[config.mk]
export PLATFORM = sky130hd
export DESIGN_NAME = fc_seq_ctrl_flat
export DESIGN_NICKNAME = d
export VERILOG_FILES = /design/src/rtl/fc_seq_if.sv /design/src/rtl/fc_seq_ctrl.sv /design/src/flat_wrapper.sv
export SDC_FILE = /design/constraint.sdc
export NUM_CORES = 1
export LEC_CHECK = 0
export BUFFER_PORTS_ARGS = -buffer_cell sky130_fd_sc_hd__buf_2
export CORE_MARGIN = 10
export CORE_UTILIZATION = 43
export DETAILED_ROUTE_END_ITERATION = 6
export MAX_ROUTING_LAYER = met4
export PLACE_DENSITY_LB_ADDON = 0.3
export SLEW_MARGIN = 40
export SYNTH_ARGS = -nofsm -noshare
export SYNTH_HDL_FRONTEND = slang
export SYNTH_SLANG_ARGS = --single-unit
[constraint.sdc]
create_clock -name clk -period 9.15 [get_ports clk]
set_input_delay 0.915 -clock clk [delete_from_list [all_inputs] [get_ports clk]]
set_output_delay 0.915 -clock clk [all_outputs]
set_load 0.02 [all_outputs]
[src/rtl/fc_seq_if.sv]
// fc_seq_if: command/handshake bundle between the FC sequencer and fc_module.
// Signals:
//   command     3-bit phase command (0 NOP, 1 LOAD_F, 2 LOAD_B, 3 LOAD_W, 4 COMPUTE)
//   size        transfer/row count for the current command
//   cmd_valid   one-cycle pulse when command/size are first presented
//   f_writedone feature load complete pulse
//   b_writedone bias load complete pulse
//   w_writedone weight tile load complete pulse
//   c_done      tile compute complete pulse
interface fc_seq_if #(
    parameter int SIZE_W = 21
);
    logic [2:0]        command;
    logic [SIZE_W-1:0] size;
    logic              cmd_valid;
    logic              f_writedone;
    logic              b_writedone;
    logic              w_writedone;
    logic              c_done;

    modport master (
        output command, size, cmd_valid,
        input  f_writedone, b_writedone, w_writedone, c_done
    );

    modport slave (
        input  command, size, cmd_valid,
        output f_writedone, b_writedone, w_writedone, c_done
    );
endinterface

[src/rtl/fc_seq_ctrl.sv]
// fc_seq_ctrl: sequences feature load, bias load, then per-tile weight load and compute.
// Ports:
//   clk, rstn        clock, asynchronous active-low reset
//   start            one-cycle start pulse, accepted only in IDLE/DONE
//   in_len, out_len  feature count and output neuron count, latched on accepted start
//   abort            abort request, honoured only while busy
//   fc               command/size/cmd_valid out, writedone/compute-done pulses in
//   tile_idx         current tile index
//   busy, done       activity and completion levels
//   err              0 ok, 1 zero length/overflow, 2 timeout, 3 aborted
module fc_seq_ctrl #(
    parameter int TILE_ROWS = 16,
    parameter int SIZE_W    = 21,
    parameter int OUT_W     = 10,
    parameter int TIMEOUT   = 1048576
) (
    input  logic              clk,
    input  logic              rstn,
    input  logic              start,
    input  logic [SIZE_W-1:0] in_len,
    input  logic [OUT_W-1:0]  out_len,
    input  logic              abort,
    fc_seq_if.master          fc,
    output logic [OUT_W-1:0]  tile_idx,
    output logic              busy,
    output logic              done,
    output logic [1:0]        err
);
    localparam int TS = $clog2(TILE_ROWS);
    localparam int RW = TS + 1;
    localparam int XW = OUT_W + RW;
    localparam int PW = SIZE_W + RW;
    localparam int CW = (TIMEOUT > 1) ? $clog2(TIMEOUT) : 1;
    localparam logic [XW-1:0] TR = XW'(TILE_ROWS);

    typedef enum logic [3:0] {
        IDLE, ISSUE_F, WAIT_F, ISSUE_B, WAIT_B, ISSUE_W, WAIT_W, ISSUE_C, WAIT_C, NEXT, DONE
    } state_t;

    state_t            state, state_d;
    logic [SIZE_W-1:0] in_q, size_d;
    logic [OUT_W-1:0]  out_q, tile_d, nt;
    logic [1:0]        err_d;
    logic [2:0]        cmd_d;
    logic [CW-1:0]     cnt, cnt_d;
    logic [XW-1:0]     base, rem;
    logic [RW-1:0]     rows;
    logic [PW-1:0]     prod;
    logic              cv_d, load, zero, tmo, last, ovf, waiting;

    // Tile that the next LOAD_W/COMPUTE refers to: NEXT advances it, elsewhere it holds.
    assign nt      = (state == NEXT) ? tile_idx + OUT_W'(1) : tile_idx;
    assign base    = XW'(nt) << TS;
    assign rem     = XW'(out_q) - base;
    assign rows    = RW'((rem > TR) ? TR : rem);
    assign prod    = PW'(rows) * PW'(in_q);
    assign ovf     = |prod[PW-1:SIZE_W];
    assign last    = ((XW'(tile_idx) + XW'(1)) << TS) >= XW'(out_q);
    assign zero    = (in_len == '0) || (out_len == '0);
    assign waiting = state inside {WAIT_F, WAIT_B, WAIT_W, WAIT_C};
    // Timeout fires on the last cycle of a TIMEOUT-cycle wait; a pulse in that cycle wins.
    assign tmo     = cnt == CW'(TIMEOUT - 1);
    assign busy    = !(state inside {IDLE, DONE});
    assign done    = state == DONE;

    always_comb begin
        state_d = state;
        err_d   = err;
        tile_d  = tile_idx;
        load    = 1'b0;
        case (state)
            IDLE, DONE: if (start) begin
                load    = 1'b1;
                tile_d  = '0;
                err_d   = zero ? 2'd1 : 2'd0;
                state_d = zero ? DONE : ISSUE_F;
            end
            ISSUE_F: state_d = WAIT_F;
            WAIT_F: if (fc.f_writedone) state_d = ISSUE_B;
                    else if (tmo) begin state_d = DONE; err_d = 2'd2; end
            ISSUE_B: state_d = WAIT_B;
            WAIT_B: if (fc.b_writedone) begin
                        state_d = ovf ? DONE : ISSUE_W;
                        err_d   = ovf ? 2'd1 : err;
                    end else if (tmo) begin state_d = DONE; err_d = 2'd2; end
            ISSUE_W: state_d = WAIT_W;
            WAIT_W: if (fc.w_writedone) state_d = ISSUE_C;
                    else if (tmo) begin state_d = DONE; err_d = 2'd2; end
            ISSUE_C: state_d = WAIT_C;
            WAIT_C: if (fc.c_done) state_d = NEXT;
                    else if (tmo) begin state_d = DONE; err_d = 2'd2; end
            NEXT: begin
                state_d = (last || ovf) ? DONE : ISSUE_W;
                err_d   = (!last && ovf) ? 2'd1 : 2'd0;
                tile_d  = last ? tile_idx : nt;
            end
            default: state_d = IDLE;
        endcase
        if (abort && busy) begin
            state_d = DONE;
            err_d   = 2'd3;
            tile_d  = tile_idx;
        end
        // Command/size are loaded on entry to an ISSUE state and held through its WAIT.
        cv_d   = state_d inside {ISSUE_F, ISSUE_B, ISSUE_W, ISSUE_C};
        cmd_d  = (state_d == ISSUE_F) ? 3'd1 :
                 (state_d == ISSUE_B) ? 3'd2 :
                 (state_d == ISSUE_W) ? 3'd3 :
                 (state_d == ISSUE_C) ? 3'd4 :
                 (state_d inside {IDLE, DONE}) ? 3'd0 : fc.command;
        size_d = (state_d == ISSUE_F) ? in_len :
                 (state_d == ISSUE_B) ? SIZE_W'(out_q) :
                 (state_d == ISSUE_W) ? prod[SIZE_W-1:0] :
                 (state_d == ISSUE_C) ? SIZE_W'(rows) :
                 (state_d inside {IDLE, DONE}) ? '0 : fc.size;
        cnt_d  = waiting ? cnt + CW'(1) : '0;
    end

    always_ff @(posedge clk or negedge rstn) begin
        if (!rstn) begin
            state        <= IDLE;
            in_q         <= '0;
            out_q        <= '0;
            tile_idx     <= '0;
            err          <= '0;
            cnt          <= '0;
            fc.command   <= '0;
            fc.size      <= '0;
            fc.cmd_valid <= 1'b0;
        end else begin
            state        <= state_d;
            in_q         <= load ? in_len : in_q;
            out_q        <= load ? out_len : out_q;
            tile_idx     <= tile_d;
            err          <= err_d;
            cnt          <= cnt_d;
            fc.command   <= cmd_d;
            fc.size      <= size_d;
            fc.cmd_valid <= cv_d;
        end
    end
endmodule

[src/flat_wrapper.sv]
// flat-port wrapper written by rule: the top's interface ports become plain ports
module fc_seq_ctrl_flat 
#(
    parameter int TILE_ROWS = 16,
    parameter int SIZE_W    = 21,
    parameter int OUT_W     = 10,
    parameter int TIMEOUT   = 1048576
)
  (clk, rstn, start, in_len, out_len, abort, tile_idx, busy, done, err, fc_command, fc_size, fc_cmd_valid, fc_f_writedone, fc_b_writedone, fc_w_writedone, fc_c_done);
  fc_seq_if #(.SIZE_W(SIZE_W)) fc_i ();
  input  logic clk;
  input  logic rstn;
  input  logic start;
  input  logic [SIZE_W-1:0] in_len;
  input  logic [OUT_W-1:0] out_len;
  input  logic abort;
  output logic [OUT_W-1:0] tile_idx;
  output logic busy;
  output logic done;
  output logic [1:0] err;
  output wire logic [$bits(fc_i.command)-1:0] fc_command;
  output wire logic [$bits(fc_i.size)-1:0] fc_size;
  output wire logic [$bits(fc_i.cmd_valid)-1:0] fc_cmd_valid;
  input wire logic [$bits(fc_i.f_writedone)-1:0] fc_f_writedone;
  input wire logic [$bits(fc_i.b_writedone)-1:0] fc_b_writedone;
  input wire logic [$bits(fc_i.w_writedone)-1:0] fc_w_writedone;
  input wire logic [$bits(fc_i.c_done)-1:0] fc_c_done;
  assign fc_command = fc_i.command;
  assign fc_size = fc_i.size;
  assign fc_cmd_valid = fc_i.cmd_valid;
  assign fc_i.f_writedone = fc_f_writedone;
  assign fc_i.b_writedone = fc_b_writedone;
  assign fc_i.w_writedone = fc_w_writedone;
  assign fc_i.c_done = fc_c_done;
  fc_seq_ctrl #(.TILE_ROWS(TILE_ROWS), .SIZE_W(SIZE_W), .OUT_W(OUT_W), .TIMEOUT(TIMEOUT)) u_core (.clk(clk), .rstn(rstn), .start(start), .in_len(in_len), .out_len(out_len), .abort(abort), .fc(fc_i), .tile_idx(tile_idx), .busy(busy), .done(done), .err(err));
endmodule
; Yosys cells after proc, flatten, opt, wreduce, memory -nomap -nowiden
; Index checks and enable logic that the tools add are counted.
[word_totals]
input_bits = 39
wordCells = 101
output_inout_bits = 39
register_bits = 92
[classes]
mul = 1
muxes = 40
n_reduce_logical = 21
n_bitwise = 1
magnitude_cmp = 2
n_addsub = 4
n_eq_ne = 23
[ops]
columns = operator, count
row1 = $mux 21, 5
row2 = $mux 4, 10
row3 = $pmux 4 s10, 1
row4 = $mux 10, 3
row5 = $mul 5x21->26, 1
row6 = $eq 4x3->1 const B, 6
row7 = $logic_not 21->1, 1
row8 = $add 20x1->20 const B, 1
row9 = $eq 20x20->1 const B, 1
row10 = $mux 20, 1
row11 = $pmux 10 s2, 1
row12 = $eq 4x4->1 const B, 4
row13 = $mux 2, 8
row14 = $ge 15x10->1, 1
row15 = $gt 15x5->1 const B, 1
row16 = $mux 3, 5
row17 = $sub 10x14->15, 1
row18 = $eq 4x2->1 const B, 3
row19 = $pmux 2 s6, 1
row20 = $add 10x1->11 const B, 1
row21 = $add 10x1->10 const B, 1
row22 = $logic_not 10->1, 1
row23 = $ne 3x3->1 const B, 3
row24 = $eq 4x1->1 const B, 2
row25 = 18 further kinds, 29

; Logic depth before layout (Yosys ltp)
; Gate-level depths: netlist (run 1).
[depth]
ltp_word = 18
depth_mapped = 38

; Worst setup path before layout (run 1)
; Ideal clock, no wire load.
[synth_timing]
path_kind = flip-flop to flip-flop
from = reg u_core.state[1]
to = reg u_core.fc.size[4]
arrival_ps = 8132
path_buffers = 6
path_stages_with_launch = 39
slack_ps = 892
t_required_ps = 9024
period_less_slack_ps = 8258
cell_sequence = dfrtp_1 clkbuf_1 nor2_1 nand2_1 nor2_1 clkbuf_1 nand2_1 nand2_1 inv_1 ha_1 nor2b_1 o21a_1 o21ai_0 nand2_1 a21oi_1 xnor2_1 nor4_2 clkbuf_1 (+3 left out) fa_1 inv_1 fa_1 inv_1 ha_1 buf_4 nand4_1 or2_2 a21oi_1 or4_1 or3_1 a211oi_2 a21oi_1 and4bb_1 buf_6 mux2i_1 a211oi_2 a221o_1
[synth_via]
elab_chain_len = 16
word_cells_on_any_way = 44
classes_between = add/sub: 1 / mul: 1 / order compare: 1 / eq/ne: 15 / mux: 16 / reduce/logical: 10
[synth_lines]
columns = element, line_no
row1 = start: declaration, fc_seq_ctrl.sv:40  ; state_t state, state_d;
row2 = start signal: assignment, fc_seq_ctrl.sv:131  ; state <= state_d;
row3 = $eq 4x4->1, "fc_seq_ctrl.sv:52, fc_seq_ctrl.sv:71"
row4 = $mux 10, fc_seq_ctrl.sv:52  ; assign nt = (state == NEXT) ? tile_idx + OUT_W'(1) : tile_idx;
row5 = $sub 10x14->15, fc_seq_ctrl.sv:54  ; assign rem = XW'(out_q) - base;
row6 = $gt 15x5->1, fc_seq_ctrl.sv:55  ; assign rows = RW'((rem > TR) ? TR : rem);
row7 = $mux 5, fc_seq_ctrl.sv:55
row8 = $mul 5x21->26, fc_seq_ctrl.sv:56  ; assign prod = PW'(rows) * PW'(in_q);
row9 = $reduce_or 5->1, fc_seq_ctrl.sv:57  ; assign ovf = |prod[PW-1:SIZE_W];
row10 = $mux 4 / $logic_or 1x1->1 (equally long branches), "fc_seq_ctrl.sv:83, fc_seq_ctrl.sv:93"
row11 = $mux 4 (on tied branches), "fc_seq_ctrl.sv:82, fc_seq_ctrl.sv:93"
row12 = $pmux 4 s10, fc_seq_ctrl.sv:71  ; case (state)
row13 = $mux 4, fc_seq_ctrl.sv:99  ; if (abort && busy) begin
row14 = $eq 4x3->1, fc_seq_ctrl.sv:114  ; (state_d == ISSUE_C) ? SIZE_W'(rows) :
row15 = $mux 21, fc_seq_ctrl.sv:114
row16 = $mux 21, fc_seq_ctrl.sv:113  ; (state_d == ISSUE_W) ? prod[SIZE_W-1:0] :
row17 = $mux 21, fc_seq_ctrl.sv:112  ; (state_d == ISSUE_B) ? SIZE_W'(out_q) :
row18 = $mux 21, fc_seq_ctrl.sv:111  ; size_d = (state_d == ISSUE_F) ? in_len :
row19 = end signal: assignment, fc_seq_ctrl.sv:138  ; fc.size <= size_d;
row20 = end: declaration, fc_seq_if.sv:22  ; output command, size, cmd_valid,
; Parallel ways exist; a longest one is shown, timed or not.
; A chain may end at the register's enable or synchronous reset.

; Worst setup path in the final report (run 1)
; Same ends and word-level chain as after synthesis.

==> reports/metrics.csv, run 1 <==
metric;value;unit
sequential share of power;0.252;
ys flop type;dfrtp_1;
Synth Register Bits;92;
DRC;0;
number of synthesized flops with an enable pin;0;
pins over their slew limit;0;
row count;51;
FF-to-FF End;u_core.fc.size[4];
max-cap viol count;0;
startpoint types;flip-flop;
slowest CP cell;fa_1;
Routed WL;24600;µm
worst-margin pin slew;0.7877;ns
register area share after synthesis;0.2724;
DRT Pass-1 Iters;5;
Levels on crit path;33;
WP data arrival;8.82;ns
nature of the critical path endpoint;flip-flop;
root buffer cell;clkbuf_16;
Net Sw Frac;0.5209;
Comb pwr share;0.605;
RR Startpoint;u_core.state[1];
Period minus WS final;8.576;ns
asr flop ratio synth;1.000;
Crit Path Category;flip-flop to flip-flop;
Tot Pwr;2.717;mW
CORE AREA;19400;µm²
die footprint;25660;µm²
via count;7406;
R2R setup slack;0.57;ns
Synth area leader;dfrtp_1;
largest net degree at the start of global routing;64;
Yosys cell types;65;
Internal Power;1.302;mW
final clock skew;0.006793;ns
sw power;1.415;mW
Routed WL per cell;18.47;µm
dpl hpwl;18980;µm
die width;160.2;µm
Fmax achieved;0.1166;GHz
YS warnings;0;
Power Density;288.7;nW/µm²
family with the most delay on the worst path;compound AO/OA/AOI/OAI gates;
Initial Util;0.4356;
Final Cycle Share;0.9372;
grt total ovfl;0;
Hold Path Class;input pin to async pin;
clock share of power;0.143;
most common cell in the netlist;nand2_1;
P&R area growth vs syn;11.36;%
hold slack;0.4786;ns
vias in the first global route;7487;
CTS Buf Count;9;
ant diodes;0;
Detail Route Antenna Nets;0;
FF/Latch Area;2302;µm²
Die Ht;160.2;µm
routability cong.;0.9809;
post-synthesis cell count;1011;
clock tree sinks;92;
status;complete, no violations;
multi-input logic area;5610;µm²
Synth top area share;0.2724;
I/O Pins;78;
Worst path max stage delay;0.57;ns
share of layout cells above drive strength 1;0.1153;
worst reg2reg path depth;33;
CTS tree;done;
worst path bufs/invs;3;
Max VDD drop;0.2291;mV
Final Hold Violating Endpoints;0;
initial antenna violation count;0;
vias per std cell;5.560;
leakage;4.878;nW
port bufs;77;
Syn Area/Cell;8.359;µm²
post-CTS setup buffers;0;
largest cells by area after synthesis;dfrtp_1 (27%), fa_1 (14%), nand2_1 (8.0%);
cell mode on critical path;nand2_1;
Mapped Nets;1156;
worst relative slew slack;0.4700;
Nets;1207;
cell area after synthesis;8451;µm²
worst-case clock buffer depth;2;
final setup violating endpoints;0;
Synth top cells by count;nand2_1 (179), inv_1 (100), dfrtp_1 (92);
H-tree Lvls;3;
CP required;9.39;ns
global-route wire length before repair;40160;µm
Worst Path Max Fanout;63;
gr usage total;0.1959;
fillers;1963;
worst skew pair latency;0.36;ns
clk slew on worst S/H paths;0.07;ns
starting DRC count in detailed routing;574;
## routing by layer
layer,part of all wire,track usage
met1,0.45,0.2493
met2,0.49,0.3197
met3,0.040,0.02237
met4,0.019,0.06302
met5,0,-
## power groups by stage
stage,Clock [mW],Combinational (mW),Sequential (mW)
2_1_floorplan,0,1.16,0.664
3_3_place_gp,0,1.60,0.691
3_5_place_dp,0,1.62,0.693
4_1_cts,0.396,1.63,0.686
5_1_grt,0.413,1.84,0.704
6_report,0.388,1.64,0.684
## state kept, by name (all words and copies together), names as in the netlist
| register | flops |
|---|---|
| u_core.in_q | 21 |
| u_core.err | 2 |
| u_core.fc.cmd_valid | 1 |
| u_core.fc.command | 3 |
| u_core.cnt | 20 |
| u_core.fc.size | 21 |
| u_core.tile_idx | 10 |
| u_core.state | 4 |
| u_core.out_q | 10 |
## cell type report
cell class                      instances  share of cell area
Clock buffer                            9             0.02393
Inverter                              100             0.03989
Multi-Input combinational cell        770              0.5962
Clock inverter                          7            0.008111
Tap cell                              265             0.03523
Sequential cell                        92              0.2446
Timing Repair Buffer                   89             0.05199
## cell usage in the layout (no fill, tap or decap), types with 11 or more instances in the layout
cell	Yosys	routed
buf_2	5	76
inv_1	100	100
a221o_1	13	13
a21o_1	15	15
nor2_1	61	59
ha_1	48	48
xor2_1	25	25
a21oi_1	37	37
and3_1	70	70
o21ai_1	14	14
xnor2_1	22	22
a31oi_1	11	11
and2_1	29	29
o21ai_0	37	36
nand3_1	24	24
nand4_1	12	12
fa_1	58	58
nand2_1	179	178
dfrtp_1	92	92
buf_4	1	11
## worst max path at each step
stage / from / slack [ns] / end
floorplan: u_core.state[1] / 0.89 / u_core.fc.size[4]
global placement: u_core.state[2] / 0.52 / u_core.fc.size[4]
detailed placement: u_core.state[2] / 0.27 / u_core.fc.size[4]
CTS: u_core.state[1] / 0.27 / u_core.fc.size[4]
global route: u_core.state[2] / -0.04 / u_core.fc.size[4]
finish: u_core.state[1] / 0.57 / u_core.fc.size[4]
## kinds of logic (layout without fill, tap and decap cells)
family,count (synthesis),in the layout,share of synthesized area
and+or+nand+nor,427,427,0.2483
DFF,92,92,0.2724
adders and majority gates,106,106,0.2085
muxes,6,6,0.007699
AOI/OAI and AO/OA,184,184,0.1461
xor gates and xnor gates,47,47,0.04871
buffers and inverters,149,205,0.06826
## what timing repair did
item                                    in CTS  in global routing
endpoints found under the setup margin       0                 23
hold buffers                                 0                  0
gates resized for setup                      0                  8
## per-stage QoR
stage                     instance area, µm²  setup TNS [ns]  instances  setup slack [ns]    util
after detailed placement                9081               0       1316            0.2705  0.4681
after floorplan                         8451               0       1011            0.8921       -
after global placement                  9074               0       1316            0.5186  0.4678
after CTS                               9383               0       1332            0.2702  0.4837
final                                   9410               0       1332            0.5742  0.4851
after global routing                    9410        -0.04531       1332          -0.03839  0.4851
(Power assumes the default switching activity.)
==> run 2, diff against run 1 <==
--- a/config.mk
+++ b/config.mk
@@ -5,6 +5,7 @@
 export SDC_FILE = /design/constraint.sdc
 export NUM_CORES = 1
 export LEC_CHECK = 0
+export ABC_AREA = 1
 export BUFFER_PORTS_ARGS = -buffer_cell sky130_fd_sc_hd__buf_2
 export CORE_MARGIN = 10
 export CORE_UTILIZATION = 43
==> run 2 against run 1 <==
Clock skew grew 0.0037 ns. Fmax grew 2.5%. Global-route usage shrank 0.67 points. Critical endpoint is now u_core.fc.size[1]. Sequential share of layout area shrank 1.7 points. Sequential power shrank 3.7%. Routed wire length grew 2.4%. Register-to-register slack gained 0.21 ns. Critical path type unchanged. Critical path depth grew 8. Via count grew 14%. Area after synthesis grew 8.0%.
==> reports/metrics.csv, run 2 <==
metric;value;unit;change
startpoint types;flip-flop;;unchanged
hold slack;0.4695;ns;was 0.4786 ns
placed inst area;9802;µm²;was 9081 µm²
H-tree Lvls;3;;unchanged
DRC;0;;unchanged
Yosys cell types;50;;was 65
Hold Path Class;flip-flop to flip-flop;;was input pin to async pin
clock tree sinks;92;;unchanged
via count;8407;;was 7406
Die Ht;165.7;µm;was 160.2 µm
register area share after synthesis;0.2522;;was 0.2724
RR Startpoint;u_core.state[1];;unchanged
Mapped Nets;1490;;was 1156
FF-to-FF End;u_core.fc.size[1];;was u_core.fc.size[4]
Post-CTS Resized;0;;unchanged
Detail Route Antenna Nets;0;;unchanged
Initial Util;0.4357;;was 0.4356
YS warnings;0;;unchanged
Synth top area share;0.2522;;was 0.2724
grt total ovfl;0;;unchanged
worst reg2reg path depth;41;;was 33
worst setup path endpoint;u_core.fc.size[1];;was u_core.fc.size[4]
CORE AREA;20960;µm²;was 19400 µm²
CTS tree;done;;unchanged
worst skew pair latency;0.37;ns;was 0.36 ns
worst-case clock buffer depth;2;;unchanged
most common cell in the netlist;nand2_1;;unchanged
worst-margin pin slew;0.7840;ns;was 0.7877 ns
Routed WL;25200;µm;was 24600 µm
vias per std cell;4.957;;was 5.560
pins over their slew limit;0;;unchanged
number of synthesized flops with an enable pin;0;;unchanged
dpl hpwl;20760;µm;was 18980 µm
commonest non-fill, non-tap cells in the layout;nand2_1 (358), inv_1 (285), nor2_1 (156);;was nand2_1 (178), inv_1 (100), dfrtp_1 (92)
Critical Path Source;u_core.state[1];;unchanged
Worst path max stage delay;0.56;ns;was 0.57 ns
Synth Register Bits;92;;unchanged
gr usage total;0.1892;;was 0.1959
largest net degree at the start of global routing;49;;was 64
initial antenna violation count;0;;unchanged
Fmax achieved;0.1195;GHz;was 0.1166 GHz
Cell Count, Final, Fillers Out;1696;;was 1332
clk slew on worst S/H paths;0.08;ns;was 0.07 ns
row count;53;;was 51
nature of the critical path endpoint;flip-flop;;unchanged
asr flop ratio synth;1.000;;unchanged
ant diodes;0;;unchanged
commonest non-fill, non-tap cell in the layout;nand2_1;;unchanged
leakage;5.726;nW;was 4.878 nW
Crit Path Category;flip-flop to flip-flop;;unchanged
final setup violating endpoints;0;;unchanged
Synth area leader;dfrtp_1;;unchanged
cell area after synthesis;9130;µm²;was 8451 µm²
P&R area growth vs syn;10.80;%;was 11.36%
setup TNS;0;ns;unchanged
Syn Area/Cell;6.788;µm²;was 8.359 µm²
placed cells;1680;;was 1316
share of layout cells above drive strength 1;0.1091;;was 0.1153
final core occ;0.4827;;was 0.4851
port bufs;77;;unchanged
Max VDD drop;0.1546;mV;was 0.2291 mV
starting DRC count in detailed routing;494;;was 574
RSZ-0062 raised after global routing;no;;
max-cap viol count;0;;unchanged
Final Hold Violating Endpoints;0;;unchanged
CTS Buf Count;9;;unchanged
worst relative slew slack;0.4761;;was 0.4700
final clock skew;0.01047;ns;was 0.006793 ns
slowest CP cell;fa_1;;unchanged
Power Density;287.4;nW/µm²;was 288.7 nW/µm²
status;complete, no violations;;unchanged
cell mode on critical path;nand2_1;;unchanged
Top Registers;u_core.fc.size (21), u_core.in_q (21), u_core.cnt (20);;unchanged
Synth top cells by count;nand2_1 (358), inv_1 (285), nor2_1 (156);;was nand2_1 (179), inv_1 (100), dfrtp_1 (92)
global-route wire length before repair;42590;µm;was 40160 µm
post-CTS setup buffers;0;;unchanged
die width;165.7;µm;was 160.2 µm
ys flop type;dfrtp_1;;unchanged
post-route cell area;10120;µm²;was 9410 µm²
routability cong.;0.9203;;was 0.9809
Period minus WS final;8.367;ns;was 8.576 ns
die footprint;27460;µm²;was 25660 µm²
vias in the first global route;8333;;was 7487
post-synthesis cell count;1345;;was 1011
Worst Path Max Fanout;24;;was 63
root buffer cell;clkbuf_16;;unchanged
I/O Pins;78;;unchanged
Final Cycle Share;0.9144;;was 0.9372
WP data arrival;8.68;ns;was 8.82 ns
Nets;1561;;was 1207
R2R setup slack;0.78;ns;was 0.57 ns
hold_buf cts;0;;unchanged
CP required;9.46;ns;was 9.39 ns
DRT Pass-1 Iters;5;;unchanged
largest cells by area after synthesis;dfrtp_1 (25%), nand2_1 (15%), fa_1 (13%);;was dfrtp_1 (27%), fa_1 (14%), nand2_1 (8.0%)
Routed WL per cell;14.86;µm;was 18.47 µm
==> run 2: worst min-delay path by stage <==
stage	from	end	slack, ns	cells past startpoint
after CTS	u_core.fc.size[7]	u_core.fc.size[7]	0.47	2
final	u_core.fc.size[17]	u_core.fc.size[17]	0.47	2
after global routing	u_core.fc.size[5]	u_core.fc.size[5]	0.49	2
after detailed placement	u_core.fc.size[18]	u_core.fc.size[18]	0.45	2
after floorplan	u_core.cnt[12]	u_core.cnt[12]	0.49	1
after global placement	u_core.fc.size[9]	u_core.fc.size[9]	0.45	2
==> run 2: logic make-up after synthesis <==
family | share of synthesized area
fa+ha+maj | 0.1930
xor+xnor | 0.02206
buf+inv | 0.1325
flops | 0.2522
simple gates | 0.3085
compound gates | 0.09182
==> run 2: routing by layer <==
layer,share of wire,global-route usage
met1,0.48,0.2494
met2,0.46,0.3036
met3,0.041,0.02437
met4,0.016,0.04314
met5,0,-
==> run 2: per-stage QoR <==
stage / total power [mW] / setup slack, ns
3_3_place_gp: 2.489 / 0.8617
5_1_grt: 3.219 / 0.06225
6_report: 2.907 / 0.7831
2_1_floorplan: 2.013 / 2.007
3_5_place_dp: 2.510 / 0.7012
4_1_cts: 2.915 / 0.6822
==> run 2: where the power goes <==
part	switching, mW	total, mW	internal, mW
clock network	0.193	0.388	0.195
logic	1.26	1.86	0.598
registers	0.130	0.659	0.529
==> run 2: area by class of cell <==
| type | count | area (µm²) |
|---|---|---|
| sequential | 92 | 2302 |
| timing repair buffer | 83 | 432.9 |
| clock buffer | 9 | 225.2 |
| tap | 275 | 344.1 |
| fill | 2196 | 10840 |
| multi-input combinational | 937 | 5635 |
| clock inverter | 7 | 76.32 |
| inverter | 293 | 1100 |
==> run 2: worst max-delay path: cells and delay by family, from the launching register on <==
kind                     cells  cell delay (ns)
flip-flops                   1             0.42
AO/OA/AOI/OAI                5             1.22
adder cells (fa/ha/maj)      6             2.57
XOR/XNOR                     1             0.19
buffers and inverters        5             0.83
AND/OR/NAND/NOR             24             3.06
==> run 3, diff against run 2 <==
--- a/config.mk
+++ b/config.mk
@@ -7,11 +7,13 @@
 export LEC_CHECK = 0
 export ABC_AREA = 1
 export BUFFER_PORTS_ARGS = -buffer_cell sky130_fd_sc_hd__buf_2
+export CORE_ASPECT_RATIO = 0.7
 export CORE_MARGIN = 10
-export CORE_UTILIZATION = 43
+export CORE_UTILIZATION = 23
 export DETAILED_ROUTE_END_ITERATION = 6
 export MAX_ROUTING_LAYER = met4
 export PLACE_DENSITY_LB_ADDON = 0.3
+export SKIP_CTS_REPAIR_TIMING = 1
 export SLEW_MARGIN = 40
 export SYNTH_ARGS = -nofsm -noshare
 export SYNTH_HDL_FRONTEND = slang
==> run 3 against run 2 <==
Clock power increased by 6.4%. Worst hold slack worse by 0.011 ns. Utilization decreased by 21 points.
==> reports/metrics.csv, run 3 (synthesis gave the netlist of run 2 again) <==
metric;value;unit;change
status;complete, no violations;;unchanged
vias per std cell;4.363;;was 4.957
Final Hold Violating Endpoints;0;;unchanged
Crit Path Category;flip-flop to flip-flop;;unchanged
Cell Count, Final, Fillers Out;1948;;was 1696
RSZ-0062 raised after global routing;no;;unchanged
Initial Util;0.2352;;was 0.4357
clk slew on worst S/H paths;0.08;ns;about the same
final setup violating endpoints;0;;unchanged
hold slack;0.4582;ns;was 0.4695 ns
via count;8499;;was 8407
Max VDD drop;0.1424;mV;was 0.1546 mV
setup TNS;0;ns;unchanged
worst skew pair latency;0.38;ns;was 0.37 ns
Worst Path Max Fanout;24;;unchanged
row count;60;;was 53
Routed WL;29290;µm;was 25200 µm
final clock skew;0.01387;ns;was 0.01047 ns
I/O Pins;78;;unchanged
CTS tree;done;;unchanged
Critical Path Source;u_core.state[3];;was u_core.state[1]
leakage;5.754;nW;was 5.726 nW
R2R setup slack;0.76;ns;was 0.78 ns
routability cong.;0.8943;;was 0.9203
grt total ovfl;0;;unchanged
share of layout cells above drive strength 1;0.1084;;was 0.1091
placed cells;1932;;was 1680
vias in the first global route;8221;;was 8333
commonest non-fill, non-tap cells in the layout;nand2_1 (357), inv_1 (285), nor2_1 (156);;was nand2_1 (358), inv_1 (285), nor2_1 (156)
CORE AREA;38810;µm²;was 20960 µm²
post-place setup slack;0.2910;ns;was 0.7012 ns
Die Ht;186.7;µm;was 165.7 µm
Tot Pwr;2.989;mW;was 2.907 mW
worst relative slew slack;0.4729;;was 0.4761
port bufs;77;;unchanged
Hold Path Class;input pin to async pin;;was flip-flop to flip-flop
worst-case clock buffer depth;2;;unchanged
pins over their slew limit;0;;unchanged
DRC;0;;unchanged
CTS Buf Count;9;;unchanged
die footprint;48190;µm²;was 27460 µm²
Nets;1561;;unchanged
startpoint types;flip-flop;;unchanged
Period minus WS final;8.388;ns;was 8.367 ns
H-tree Lvls;3;;unchanged
post-route cell area;10460;µm²;was 10120 µm²
max-cap viol count;0;;unchanged
clock tree sinks;92;;unchanged
largest net degree at the start of global routing;67;;was 49
dpl hpwl;24060;µm;was 20760 µm
Detail Route Antenna Nets;0;;unchanged
global-route wire length before repair;46790;µm;was 42590 µm
ant diodes;0;;unchanged
nature of the critical path endpoint;flip-flop;;unchanged
RR Startpoint;u_core.state[3];;was u_core.state[1]
CP required;9.46;ns;about the same
root buffer cell;clkbuf_16;;unchanged
worst-margin pin slew;0.7877;ns;was 0.7840 ns
Final Cycle Share;0.9167;;was 0.9144
slowest CP cell;fa_1;;unchanged
Fmax achieved;0.1192;GHz;was 0.1195 GHz
fillers;4332;;was 2196
starting DRC count in detailed routing;576;;was 494
commonest non-fill, non-tap cell in the layout;nand2_1;;unchanged
Worst path max stage delay;0.55;ns;was 0.56 ns
die width;258.1;µm;was 165.7 µm
WP data arrival;8.70;ns;was 8.68 ns
placed inst area;10120;µm²;was 9802 µm²
worst path bufs/invs;3;;was 5
cell mode on critical path;nand2_1;;unchanged
DRT Pass-1 Iters;7;;was 5
final core occ;0.2696;;was 0.4827
P&R area growth vs syn;14.59;%;was 10.80%
family with the most delay on the worst path;simple AND/OR/NAND/NOR gates;;unchanged
Final Worst Setup Slack;0.7624;ns;was 0.7831 ns
Top Registers;u_core.fc.size (21), u_core.in_q (21), u_core.cnt (20);;unchanged
Power Density;285.7;nW/µm²;was 287.4 nW/µm²
gr usage total;0.1259;;was 0.1892
initial antenna violation count;0;;unchanged
Routed WL per cell;15.04;µm;was 14.86 µm
run 3: layer usage:
layer | global-route usage | wire length (µm)
met4 | 0.02325 | 270
met3 | 0.02679 | 1650
met2 | 0.1711 | 12000
met5 | - | 0
met1 | 0.1863 | 15370
run 3: power by group:
part,leakage (nW),switching (mW),internal [mW]
clock,0.150,0.195,0.218
combinational,4.40,1.31,0.597
sequential,1.21,0.142,0.529
total,5.75,1.65,1.34
run 3: cell type report:
class | instances | area [µm²] | share of cell area
inverter | 293 | 1100 | 0.1051
clock buffer | 10 | 229.0 | 0.02188
clock inverter | 6 | 76.32 | 0.007295
tap | 527 | 659.4 | 0.06302
multi-input combinational | 937 | 5659 | 0.5409
timing repair buffer | 83 | 436.7 | 0.04174
sequential | 92 | 2302 | 0.2200
run 3: worst paths after layout:
kind / endpoint / cells after the start
hold / removal: u_core.tile_idx[9] / 1
setup reg to reg: u_core.fc.size[3] / 39
hold reg to reg: u_core.fc.command[1] / 2
min in group clk: u_core.fc.command[1] / 2
max in group asynchronous: u_core.fc.size[4] / 2
setup / recovery: u_core.fc.size[3] / 39
